`src/rtl/int_to_half_conv_pkg.sv`:
```
// int2flt_pkg: shared FSM states, memory map and half-float field widths.
package int2flt_pkg;
  typedef enum logic [2:0] {IDLE, ARMED, READ, CONV, WRITE, DONE} state_t;
  localparam int ADDR_IN_LO = 0;
  localparam int ADDR_IN_HI = 1;
  localparam int ADDR_OUT_LO = 2;
  localparam int ADDR_OUT_HI = 3;
  localparam int EXP_BIAS = 15;
  localparam int EXP_W = 5;
  localparam int FRAC_W = 10;
endpackage

```
`src/rtl/int_to_half_conv_if.sv`:
```
// int_to_half_conv_if: start/done handshake bundle.
//   start - request, driven by master
//   done  - result valid level, driven by slave
interface int_to_half_conv_if;
  logic start;
  logic done;
  modport master(output start, input done);
  modport slave(input start, output done);
endinterface

```
`src/rtl/int_to_half_conv_data_mem.sv`:
```
// data_mem: single-port byte RAM with halfword access at addr/addr+1.
//   clk   - write clock
//   addr  - byte address of the low byte
//   we    - writes wdata[7:0] to addr and wdata[15:8] to addr+1
//   wdata - halfword to store
//   rdata - combinational {mem[addr+1], mem[addr]}
module data_mem #(
  parameter int DEPTH = 256
) (
  input  logic                     clk,
  input  logic [$clog2(DEPTH)-1:0] addr,
  input  logic                     we,
  input  logic [15:0]              wdata,
  output logic [15:0]              rdata
);
  logic [7:0] mem_core [DEPTH];
  logic [$clog2(DEPTH)-1:0] addr_hi;
  assign addr_hi = addr + 1'b1;
  assign rdata = {mem_core[addr_hi], mem_core[addr]};
  always_ff @(posedge clk) begin
    if (we) begin
      mem_core[addr] <= wdata[7:0];
      mem_core[addr_hi] <= wdata[15:8];
    end
  end
endmodule

```
`src/rtl/int_to_half_conv.sv`:
```
// int_to_half_conv: converts the int16 at mem[1:0] to a half float at mem[3:2].
//   clk   - rising-edge clock
//   reset - synchronous active-low reset
//   bus   - slave side of start/done handshake
// Optional macro INT2FLT_ROUND_EN: round-to-nearest-even; truncation otherwise.
module int_to_half_conv #(
  parameter int MEM_DEPTH = 256,
  parameter int EXP_BIAS = 15
) (
  input logic clk,
  input logic reset,
  int_to_half_conv_if.slave bus
);
  import int2flt_pkg::*;
  localparam int AW = $clog2(MEM_DEPTH);
  state_t state;
  logic [15:0] op;
  logic [15:0] res;
  logic [15:0] rdata;
  logic [AW-1:0] addr;
  logic we;
  // Normalise so the leading one falls off the top; the next 10 bits are the
  // fraction and the 4 below them supply the round/sticky information.
  function automatic logic [15:0] to_half(input logic [15:0] in);
    logic [15:0] mag;
    logic [3:0] p;
    logic [9:0] frac;
    logic inc;
    logic [10:0] sum;
    logic [4:0] e;
`ifdef INT2FLT_ROUND_EN
    logic [3:0] grs;
`endif
    mag = in[15] ? 16'(-in) : in;
    p = '0;
    for (int i = 0; i < 16; i++) if (mag[i]) p = 4'(i);
`ifdef INT2FLT_ROUND_EN
    {frac, grs} = 14'(mag[14:0] << (4'd14 - p));
    inc = grs[3] & (frac[0] | (|grs[2:0]));
`else
    frac = 10'((mag[14:0] << (4'd14 - p)) >> 4);
    inc = 1'b0;
`endif
    sum = {1'b0, frac} + 11'(inc);
    e = 5'(p) + 5'(EXP_BIAS) + 5'(sum[10]);
    to_half = in == 16'h0000 ? 16'h0000 :
              in == 16'h8000 ? 16'hF800 :
              {in[15], e, sum[10] ? 10'd0 : sum[9:0]};
  endfunction
  assign addr = state == WRITE ? AW'(ADDR_OUT_LO) : AW'(ADDR_IN_LO);
  assign we = state == WRITE && !bus.start;
  data_mem #(.DEPTH(MEM_DEPTH)) data_mem1 (
    .clk(clk),
    .addr(addr),
    .we(we),
    .wdata(res),
    .rdata(rdata)
  );
  // Any start=1 while busy aborts back to ARMED; done only rises from WRITE.
  always_ff @(posedge clk) begin
    if (!reset) begin
      state <= IDLE;
      bus.done <= 1'b0;
    end else begin
      case (state)
        IDLE: state <= bus.start ? ARMED : IDLE;
        ARMED: state <= bus.start ? ARMED : READ;
        READ: begin
          op <= rdata;
          state <= bus.start ? ARMED : CONV;
        end
        CONV: begin
          res <= to_half(op);
          state <= bus.start ? ARMED : WRITE;
        end
        WRITE: begin
          state <= bus.start ? ARMED : DONE;
          bus.done <= !bus.start;
        end
        DONE: begin
          state <= bus.start ? ARMED : DONE;
          bus.done <= !bus.start;
        end
        default: state <= IDLE;
      endcase
    end
  end
endmodule

```
`src/flat_wrapper.sv`:
```
// flat-port wrapper written by rule: the top's interface ports become plain ports
module int_to_half_conv_flat import int2flt_pkg::*;
#(
  parameter int MEM_DEPTH = 256,
  parameter int EXP_BIAS = 15
)
  (clk, reset, bus_start, bus_done);
  int_to_half_conv_if bus_i ();
  input logic clk;
  input logic reset;
  input wire logic [$bits(bus_i.start)-1:0] bus_start;
  output wire logic [$bits(bus_i.done)-1:0] bus_done;
  assign bus_i.start = bus_start;
  assign bus_done = bus_i.done;
  int_to_half_conv #(.MEM_DEPTH(MEM_DEPTH), .EXP_BIAS(EXP_BIAS)) u_core (.clk(clk), .reset(reset), .bus(bus_i));
endmodule
```
`config.mk`:
```
export PLATFORM = sky130hd
export DESIGN_NAME = int_to_half_conv_flat
export DESIGN_NICKNAME = d
export VERILOG_FILES = /design/src/rtl/int_to_half_conv_pkg.sv /design/src/rtl/int_to_half_conv_if.sv /design/src/rtl/int_to_half_conv_data_mem.sv /design/src/rtl/int_to_half_conv.sv /design/src/flat_wrapper.sv
export SDC_FILE = /design/constraint.sdc
export NUM_CORES = 1
export LEC_CHECK = 0
export BUFFER_PORTS_ARGS = -buffer_cell sky130_fd_sc_hd__buf_2
export CAP_MARGIN = 15
export CORE_AREA = 2 2 39 41
export DETAILED_ROUTE_END_ITERATION = 12
export DIE_AREA = 0 0 41 43
export PLACE_DENSITY_LB_ADDON = 0.15
export SYNTH_ARGS = -nofsm -noshare
export SYNTH_HDL_FRONTEND = slang
export SYNTH_SLANG_ARGS = --single-unit
```
`constraint.sdc`:
```
create_clock -name clk -period 1.2 [get_ports clk]
set_input_delay 0 -clock clk [delete_from_list [all_inputs] [get_ports clk]]
set_output_delay 0 -clock clk [all_outputs]
set_load 0.02 [all_outputs]
```
==> impl_metrics.yaml <==
cts:
  cts.repair.resized: 0
  cts_root_buf: "sky130_fd_sc_hd__clkbuf_4"
  clock_buffers_created_by_tritoncts: 3
  cts_setup_buffers: 0
  clock_tree_from_tritoncts: "yes"
  clkTransAtPathRegs_ps: 40
  cts.path.max_buffers: 2
  ctsHtreeMaxLevel: 1
  cts.sink_count: 4
  hold_buffers: 0
  clock_latency_ps: 240
layout:
  final_net_count: 28
  antenna_cells_inserted: 0
  layout.cells.non_filler: 39
  area_growth_from_synthesis_to_layout_pct: 34.6
  postLayoutCellArea_sq_um: 224
  drive_above_1_share_pct: 30.4
global_route:
  global_route.usage.met1_pct: 5.79
  grt_use_met2_pct: 5.31
  grt.met3_usage_pct: 3.14
  initial_antenna_violation_count: 0
  grt_start_max_net_pins: 7
  first_global_vias: 132
  most_congested_layer_reported_by_global_routing: "met4"
  grtUsageTotal_pct: 5.02
  grt_first_pass_wirelength_microns: 510
  gr_ovfl_total: 0
detailed_routing:
  detail_route.first_pass.iterations: 4
  detail_route.wirelength_microns: 322
  post-route-drc-count: 0
  route.detailed.wl_per_inst_microns: 8.26
  vias_per_cell: 3.62
  route.vias.total: 141
  number_of_routed_nets_with_antenna_violations: 0
  drtIter0Drc: 2
floorplanning:
  die-width_microns: 41
  std_cell_rows: 14
  fp.dieH_microns: 43
  floorplan.core_area_sq_um: 1380
  die_area_sq_um: 1760
  ios: 4
  initial_utilization_pct: 12.0
timing:
  period_needed_ps: 864
  rsz0062_at_grt: "false"
  slew_worst_pin_ps: 226
  final_max_slew_viols: 0
  fmax_ghz: 1.16
  hold_viol: 0
  finalSetupTns_ps: 0
  timing.final.crit_share_pct: 72.0
  fin_worst_skew_ps: 5.19
  finalSetupViolations: 0
  finalHoldWorstSlack_ps: 30.0
  slew-limit-headroom_pct: 84.9
placement:
  gpl.final_weighted_congestion: 0.715
  postPlaceCellArea_sq_um: 201
  dp_cells: 36
  dp.final_hpwl_microns: 238
  numPortBuffers: 3
status:
  outcome: "complete, no violations"
worst_setup_path:
  critical_path_class: "reg2reg"
  cp.required_ps: 1370
  worstPathArrival_ps: 1030
  critical_path_maximum_fanout: 6
  timing.critical_path.to_type: "flip-flop"
  cp-start-kind: "flip-flop"
  rr_worst_depth: 2
logic_synthesis:
  syn_area_sq_um: 166
  syn-instance-count: 17
  seq_area_frac_synth_pct: 48.1
  ys_seq_elements: 4
  syn-mean-instance-area_sq_um: 9.79
  yosys_warnings: 0
  synth_fp_nets: 20
  netlist-cell-type-count: 11
power:
  p_leak_nw: 0.0862
  power.density_nw_per_um2: 1500
  irDropWorstVdd_mv: 0.330
min_path:
  worst_hold_path_type: "in2reg"
  hold_depth: 3
job:
  cap_viol_max_count: 0
## logic make-up after synthesis
logic type,after synthesis,share of synthesized area [%]
buf+inv,2,4.51
flops,4,48.1
compound gates,3,15.8
simple gates,7,26.3
xor+xnor,1,5.26
## area by class of cell
| class | count | area [sq um] |
|---|---|---|
| fill | 151 | 1160 |
| clock buffer | 3 | 22.5 |
| timing repair buffer | 3 | 15.0 |
| tap | 16 | 20.0 |
| sequential | 4 | 80.1 |
| multi-input combinational | 11 | 78.8 |
| inverter | 2 | 7.51 |
## layout by cell type, fill, tap and decap left out, drive strengths merged, types with 2 or more instances in the layout
master,Yosys,routed
buf,0,3
clkbuf,0,3
dfxtp,4,4
inv,2,2
nand2b,3,3
## state kept, by name, indices dropped and copies added, names as in the netlist
signal           flops
u_core.state         3
u_core.bus.done      1
## cells in the mapped netlist
cell | number | share of area, %
sky130_fd_sc_hd__nand2b_1 | 3 | 11
sky130_fd_sc_hd__a21oi_1 | 1 | 3.0
sky130_fd_sc_hd__inv_1 | 2 | 4.5
sky130_fd_sc_hd__xnor2_1 | 1 | 5.3
sky130_fd_sc_hd__dfxtp_1 | 4 | 48
sky130_fd_sc_hd__nor2_1 | 1 | 2.3
sky130_fd_sc_hd__and3b_1 | 1 | 5.3
sky130_fd_sc_hd__nor3_1 | 1 | 3.0
sky130_fd_sc_hd__a221oi_1 | 1 | 5.3
sky130_fd_sc_hd__a211oi_2 | 1 | 7.5
sky130_fd_sc_hd__nand3b_1 | 1 | 4.5
## through the flow
step	utilization, %	setup slack [ps]	power, W
after floorplan	-	391	0.000155
after global placement	14.6	329	0.000162
after detailed placement	14.6	352	0.000162
after CTS	16.2	343	0.000342
after global routing	16.2	289	0.000349
final	16.2	336	0.000335
## power by group
part / switching, W / leakage (nW) / total [W] / internal [W]
Combinational: 0.00000749 / 0.0398 / 0.0000172 / 0.00000974
Clock: 0.0000633 / 0.0138 / 0.000176 / 0.000112
Sequential: 0.00000448 / 0.0326 / 0.000142 / 0.000138
Total: 0.0000753 / 0.0862 / 0.000335 / 0.000260
## layer usage
layer | wire [microns] | up-vias
met5 | 0 | -
met4 | 15 | 0
met3 | 27 | 2
met2 | 140 | 5
met1 | 138 | 63
li1 | - | 71
## critical path, stage by stage, from the launching register on
cell                       delay (ps)
sky130_fd_sc_hd__dfxtp_1          410
sky130_fd_sc_hd__and3b_1          210
sky130_fd_sc_hd__a211oi_2         170
## path summary, 6_finish.rpt
path	from	endpoint	slack, ps
setup reg to reg	u_core.state[1]$_SDFF_PN0_	u_core.bus.done$_SDFFE_PN0N_	340
hold / removal	reset	u_core.bus.done$_SDFFE_PN0N_	30
hold reg to reg	u_core.bus.done$_SDFFE_PN0N_	u_core.bus.done$_SDFFE_PN0N_	460
setup / recovery	u_core.state[1]$_SDFF_PN0_	u_core.bus.done$_SDFFE_PN0N_	340
Note: power is estimated with default switching activity, not from simulation.
